### config.mk
export PLATFORM = sky130hd
export DESIGN_NAME = des_seq
export DESIGN_NICKNAME = d
export VERILOG_FILES = /design/src/rtl/des_seq.sv
export SDC_FILE = /design/constraint.sdc
export NUM_CORES = 1
export LEC_CHECK = 0
export CAP_MARGIN = 20
export CORE_ASPECT_RATIO = 1.2
export CORE_MARGIN = 4
export CORE_UTILIZATION = 42
export CTS_CLUSTER_SIZE = 10
export DETAILED_ROUTE_END_ITERATION = 6
export GPL_TIMING_DRIVEN = 0
export PLACE_DENSITY = 0.74
export SYNTH_ARGS = -nofsm -noshare
export SYNTH_HDL_FRONTEND = slang
export SYNTH_SLANG_ARGS = --single-unit
export TNS_END_PERCENT = 5
### constraint.sdc
create_clock -name hclk -period 1.2 [get_ports hclk]
set_input_delay 0.24 -clock hclk [delete_from_list [all_inputs] [get_ports hclk]]
set_output_delay 0.24 -clock hclk [all_outputs]
set_load 0.02 [all_outputs]
### src/rtl/des_seq.sv
`default_nettype none
// ============================================================================
//  Module   : des_seq
//  Purpose  : Sequencer for the DES data register and round core. Gates bus
//             access to the two-word data register, launches the core once a
//             64-bit block is loaded, steps it through the rounds, writes the
//             result back and releases it for two bus reads.
//  Revision : 1.0  initial release
// ============================================================================
module des_seq #(
  parameter int ROUNDS = 16,
  parameter int CNT_W  = 4,
  parameter int LAT    = 1
) (
  input  logic             hclk,
  input  logic             hresetn,
  input  logic             ctrl_en,
  input  logic             abort,
  input  logic             decrypt,
  input  logic             bus_wr,
  input  logic             bus_rd,
  input  logic             full_pulse,
  output logic             wr_en,
  output logic             rd_en,
  output logic             clrptr,
  output logic             load_in,
  output logic             round_en,
  output logic [CNT_W-1:0] round,
  output logic             dec_mode,
  output logic             deswr,
  output logic             busy,
  output logic             done_irq
);

  typedef enum logic [2:0] {
    S_IDLE   = 3'd0,
    S_FILL   = 3'd1,
    S_LOAD   = 3'd2,
    S_ROUND  = 3'd3,
    S_FLUSH  = 3'd4,
    S_WRBK   = 3'd5,
    S_RESULT = 3'd6
  } state_t;

  localparam logic [CNT_W-1:0] c_round_last = CNT_W'(ROUNDS - 1);
  // FLUSH is unreachable when LAT is 0, so the terminal value is irrelevant then
  localparam logic [1:0]       c_flush_last = (LAT > 0) ? 2'(LAT - 1) : 2'd0;

  state_t           r_state,     w_state_nxt;
  logic [CNT_W-1:0] r_round,     w_round_nxt;
  logic             r_dec,       w_dec_nxt;
  logic             r_rd_cnt,    w_rd_cnt_nxt;
  logic [1:0]       r_flush_cnt, w_flush_cnt_nxt;
  logic             w_kill;

  // Abort or disable pre-empts everything except reset
  assign w_kill   = abort | ~ctrl_en;
  assign round    = r_round;
  assign dec_mode = r_dec;

  // State and counter registers
  always_ff @(posedge hclk or negedge hresetn) begin
    if (!hresetn) begin
      r_state     <= S_IDLE;
      r_round     <= '0;
      r_dec       <= 1'b0;
      r_rd_cnt    <= 1'b0;
      r_flush_cnt <= 2'd0;
    end else begin
      r_state     <= w_state_nxt;
      r_round     <= w_round_nxt;
      r_dec       <= w_dec_nxt;
      r_rd_cnt    <= w_rd_cnt_nxt;
      r_flush_cnt <= w_flush_cnt_nxt;
    end
  end

  // Next-state, counter updates and output decode
  always_comb begin
    w_state_nxt     = r_state;
    w_round_nxt     = r_round;
    w_dec_nxt       = r_dec;
    w_rd_cnt_nxt    = r_rd_cnt;
    w_flush_cnt_nxt = r_flush_cnt;
    wr_en           = 1'b0;
    rd_en           = 1'b0;
    load_in         = 1'b0;
    round_en        = 1'b0;
    deswr           = 1'b0;
    done_irq        = 1'b0;
    // The single IDLE cycle per block doubles as the register pointer clear
    clrptr          = (r_state != S_IDLE);
    busy            = (r_state == S_LOAD) || (r_state == S_ROUND) ||
                      (r_state == S_FLUSH) || (r_state == S_WRBK);

    case (r_state)
      S_IDLE: begin
        w_state_nxt     = S_FILL;
        w_round_nxt     = '0;
        w_rd_cnt_nxt    = 1'b0;
        w_flush_cnt_nxt = 2'd0;
      end
      S_FILL: begin
        wr_en = bus_wr;
        if (full_pulse) begin
          w_state_nxt = S_LOAD;
        end
      end
      S_LOAD: begin
        load_in     = 1'b1;
        w_dec_nxt   = decrypt;
        w_round_nxt = '0;
        w_state_nxt = S_ROUND;
      end
      S_ROUND: begin
        round_en = 1'b1;
        // round parks on the last index so the strobe count is exactly ROUNDS
        if (r_round == c_round_last) begin
          w_flush_cnt_nxt = 2'd0;
          w_state_nxt     = (LAT > 0) ? S_FLUSH : S_WRBK;
        end else begin
          w_round_nxt = r_round + 1'b1;
        end
      end
      S_FLUSH: begin
        if (r_flush_cnt == c_flush_last) begin
          w_state_nxt = S_WRBK;
        end else begin
          w_flush_cnt_nxt = r_flush_cnt + 2'd1;
        end
      end
      S_WRBK: begin
        deswr        = 1'b1;
        done_irq     = 1'b1;
        w_rd_cnt_nxt = 1'b0;
        w_state_nxt  = S_RESULT;
      end
      S_RESULT: begin
        rd_en = bus_rd;
        if (bus_rd) begin
          if (r_rd_cnt) begin
            w_state_nxt  = S_IDLE;
            w_round_nxt  = '0;
            w_rd_cnt_nxt = 1'b0;
          end else begin
            w_rd_cnt_nxt = 1'b1;
          end
        end
      end
      default: begin
        w_state_nxt = S_IDLE;
      end
    endcase

    // Abort/disable: squash all strobes this cycle, keep the latched mode
    if (w_kill) begin
      w_state_nxt     = S_IDLE;
      w_round_nxt     = '0;
      w_rd_cnt_nxt    = 1'b0;
      w_flush_cnt_nxt = 2'd0;
      w_dec_nxt       = r_dec;
      wr_en           = 1'b0;
      rd_en           = 1'b0;
      load_in         = 1'b0;
      round_en        = 1'b0;
      deswr           = 1'b0;
      done_irq        = 1'b0;
    end
  end

endmodule
`default_nettype wire

==> flow_metrics.py <==
metrics = {
    "status": {
        "status": "finished, violations left",
        "violations": "negative setup slack",
    },
    "synthesis": {
        "yosys.area.top_type": "dfrtp_1",
        "ys_types": 35,
        "ys_ff_latch": 11,
        "netlist_top_cells_area": "dfrtp_1, nand3_1, a21oi_1",
        "syn_area_um2": 767,
        "yosysSeqAreaShare_pct": 35.9,
        "synth-warning-count": 0,
        "synth_most_common_cell": "dfrtp_1",
        "async_reset_ff_share_pct": 100,
        "synthTopCellsByCount": "dfrtp_1, nand3_1, inv_1",
        "synth_top_flop_cell": "dfrtp_1",
        "avgSynthCellArea_um2": 8.92,
        "synth_top_cell_area_share_pct": 35.9,
        "synth_edf_count": 0,
        "synthCells": 86,
        "synth_nets": 96,
    },
    "die": {
        "die_w_um": 47.0,
        "die_area_um2": 2580,
        "io_pins": 21,
        "coreArea_um2": 1680,
        "initial_core_util_pct": 45.6,
        "rows": 16,
        "die_h_um": 54.8,
    },
    "power": {
        "p_switching_mw": 0.225,
        "p_int_mw": 0.590,
        "p_seq_share_pct": 47.3,
        "clockPowerShare_pct": 33.2,
        "power.share.combinational_pct": 19.6,
        "ir_worst_vdd_mv": 0.522,
        "p_leak_nw": 0.518,
        "total_power_mw": 0.815,
        "swShare_pct": 27.6,
        "p_per_area_nw_per_um2": 670,
    },
    "drt": {
        "route.vias.total": 794,
        "dr.pass1.iters": 4,
        "drt-initial-drc-count": 22,
        "routedWlPerCell_um": 16.1,
        "drc": 0,
        "via_per_inst": 5.71,
        "routed_wl_mm": 2.23,
        "antenna_left": 0,
    },
    "worst_setup_path": {
        "cp_slowest_cell": "dfrtp_2",
        "r2r_slack_ns": -0.22,
        "worstPathArrival_ns": 1.27,
        "cp_common_cell": "buf_6",
        "r2r_end": "round[3]",
        "reg2reg_depth": 6,
        "crit_path_max_fanout": 5,
        "cp-start-kind": "flop",
        "worst-setup-path-type": "reg2out",
        "reg2reg_from": "r_state[0]",
        "slowest_delay_ns": 0.46,
        "critPathCaptureType": "primary output",
        "critical_path.startpoint": "r_state[1]",
        "path_cells": "buf_6, nor3_4, inv_1, buf_6",
        "required_ns": 0.96,
    },
    "global_route": {
        "grt_pass1_wl_mm": 3.56,
        "grt_pass1_vias": 786,
        "grt.overflow.total": 0,
        "grt_use_total_pct": 19.7,
        "grt_max_degree": 12,
        "grt_antenna_before_repair": 0,
    },
    "clocking": {
        "cts-hold-fix-buffers": 0,
        "cts_made_buffers": 3,
        "clk_latency_ns": 0.28,
        "clock_path_buffers": 2,
        "htreeDepth": 1,
        "cts_root_buf": "clkbuf_4",
        "path_clk_slew_ns": 0.08,
        "cts_tree": "yes",
        "cts_num_sinks": 11,
    },
    "job": {
        "maxCapViolCount": 0,
    },
    "finish": {
        "area_growth_pct": 58.6,
        "diodes": 0,
        "fin_area_um2": 1220,
        "fin_cells": 139,
        "drive_above_1_share_pct": 48.8,
        "nFillCells": 134,
        "fin_nets": 132,
    },
    "hold_path": {
        "hp-class": "in2async",
    },
    "sta": {
        "clock.fmax_mhz": 660,
        "hold_ws_ns": 0.302,
        "final.setup.worst_slack_ns": -0.315,
        "hold_viol": 0,
        "relSlewSlack_pct": 64.0,
        "rsz0062_at_grt": "yes",
        "finalSetupViolCount": 19,
        "tightest_slew_ns": 0.538,
        "layout_worst_path_cycle_share_pct": 126,
        "slew_violations": 0,
        "fin_skew_ns": 0.00703,
        "period_needed_ns": 1.51,
    },
    "placement": {
        "dpl_cell_area_um2": 1040,
        "dpl.hpwl_mm": 1.46,
        "numPortBuffers": 20,
        "place_inst": 124,
        "globalplace.congestion": 0.836,
    },
}
## power by group through the flow
stage / clock network (mW) / registers [mW] / logic (mW)
2_1_floorplan: 0 / 0.397 / 0.0574
3_3_place_gp: 0 / 0.392 / 0.123
3_5_place_dp: 0 / 0.393 / 0.125
4_1_cts: 0.270 / 0.385 / 0.147
5_1_grt: 0.287 / 0.387 / 0.171
6_report: 0.270 / 0.385 / 0.160
## cell type report
type	instances	area, um2	share of cell area [%]
plain buffers	4	45.0	3.70
clock buffers	4	26.3	2.16
inverters	7	26.3	2.16
multi-input cells	62	529	43.5
flip-flops and latches	11	283	23.3
well taps	18	22.5	1.85
repair buffers	33	284	23.4
## layout by cell type (no fill, tap or decap), types with 3 or more instances in the layout
| cell | instances |
|---|---|
| buf_4 | 13 |
| buf_6 | 10 |
| inv_1 | 7 |
| nand3_1 | 7 |
| dfrtp_2 | 6 |
| a21oi_1 | 5 |
| dfrtp_1 | 5 |
| clkdlybuf4s50_1 | 5 |
| buf_2 | 5 |
| and3_4 | 4 |
| nor2_1 | 4 |
| nor2b_4 | 3 |
| a21oi_2 | 3 |
| nand2_1 | 3 |
| o21ai_0 | 3 |
| clkbuf_4 | 3 |
## what timing repair did
item | 4_1_cts | 5_1_grt
setup buffers | 9 | 4
setup endpoints to repair | 24 | 19
pin swaps | 4 | 4
gates resized for setup | 87 | 4
## per-stage QoR
step / util, % / setup TNS (ns) / setup slack (ns)
floorplan: - / -0.716 / -0.0881
global placement: 61.7 / -9.97 / -0.927
detailed placement: 61.7 / -10.24 / -0.949
CTS: 69.8 / -3.36 / -0.299
global route: 72.3 / -4.94 / -0.367
finish: 72.3 / -3.67 / -0.315
## layer usage
metal  GRT usage, %  vias to the layer above  part of all wire [%]
li1               -                      384                     -
met1           21.0                      387                    41
met2           38.5                       17                    55
met3           1.97                        6                   2.8
met4           6.91                        0                   1.9
met5              0                        -                     0
## state kept, by name, indices dropped and copies added, names as in the netlist
register and flops:
dec_mode 1, r_flush_cnt 2, r_rd_cnt 1, r_state 3
round 4
## worst max-delay path: cells and delay by family (launching register included)
kind                   cells  cell delay [ns]
and+or+nand+nor            1             0.18
DFF                        1             0.46
buffers and inverters      3             0.35
## worst max-delay path by stage
stage / end / slack, ns
after floorplan: round[1] / -0.09
after global placement: round_en / -0.93
after detailed placement: round_en / -0.95
after CTS: done_irq / -0.30
after global routing: clrptr / -0.37
final: clrptr / -0.31
## kinds of logic after synthesis
logic type | count (synthesis) | synth area share, %
AOI/OAI and AO/OA | 24 | 24.5
xor gates and xnor gates | 1 | 1.14
DFF | 11 | 35.9
and+or+nand+nor | 34 | 26.1
muxes | 1 | 1.47
adders and majority gates | 2 | 3.26
buffers and inverters | 13 | 7.67
(Power assumes the default switching activity.)
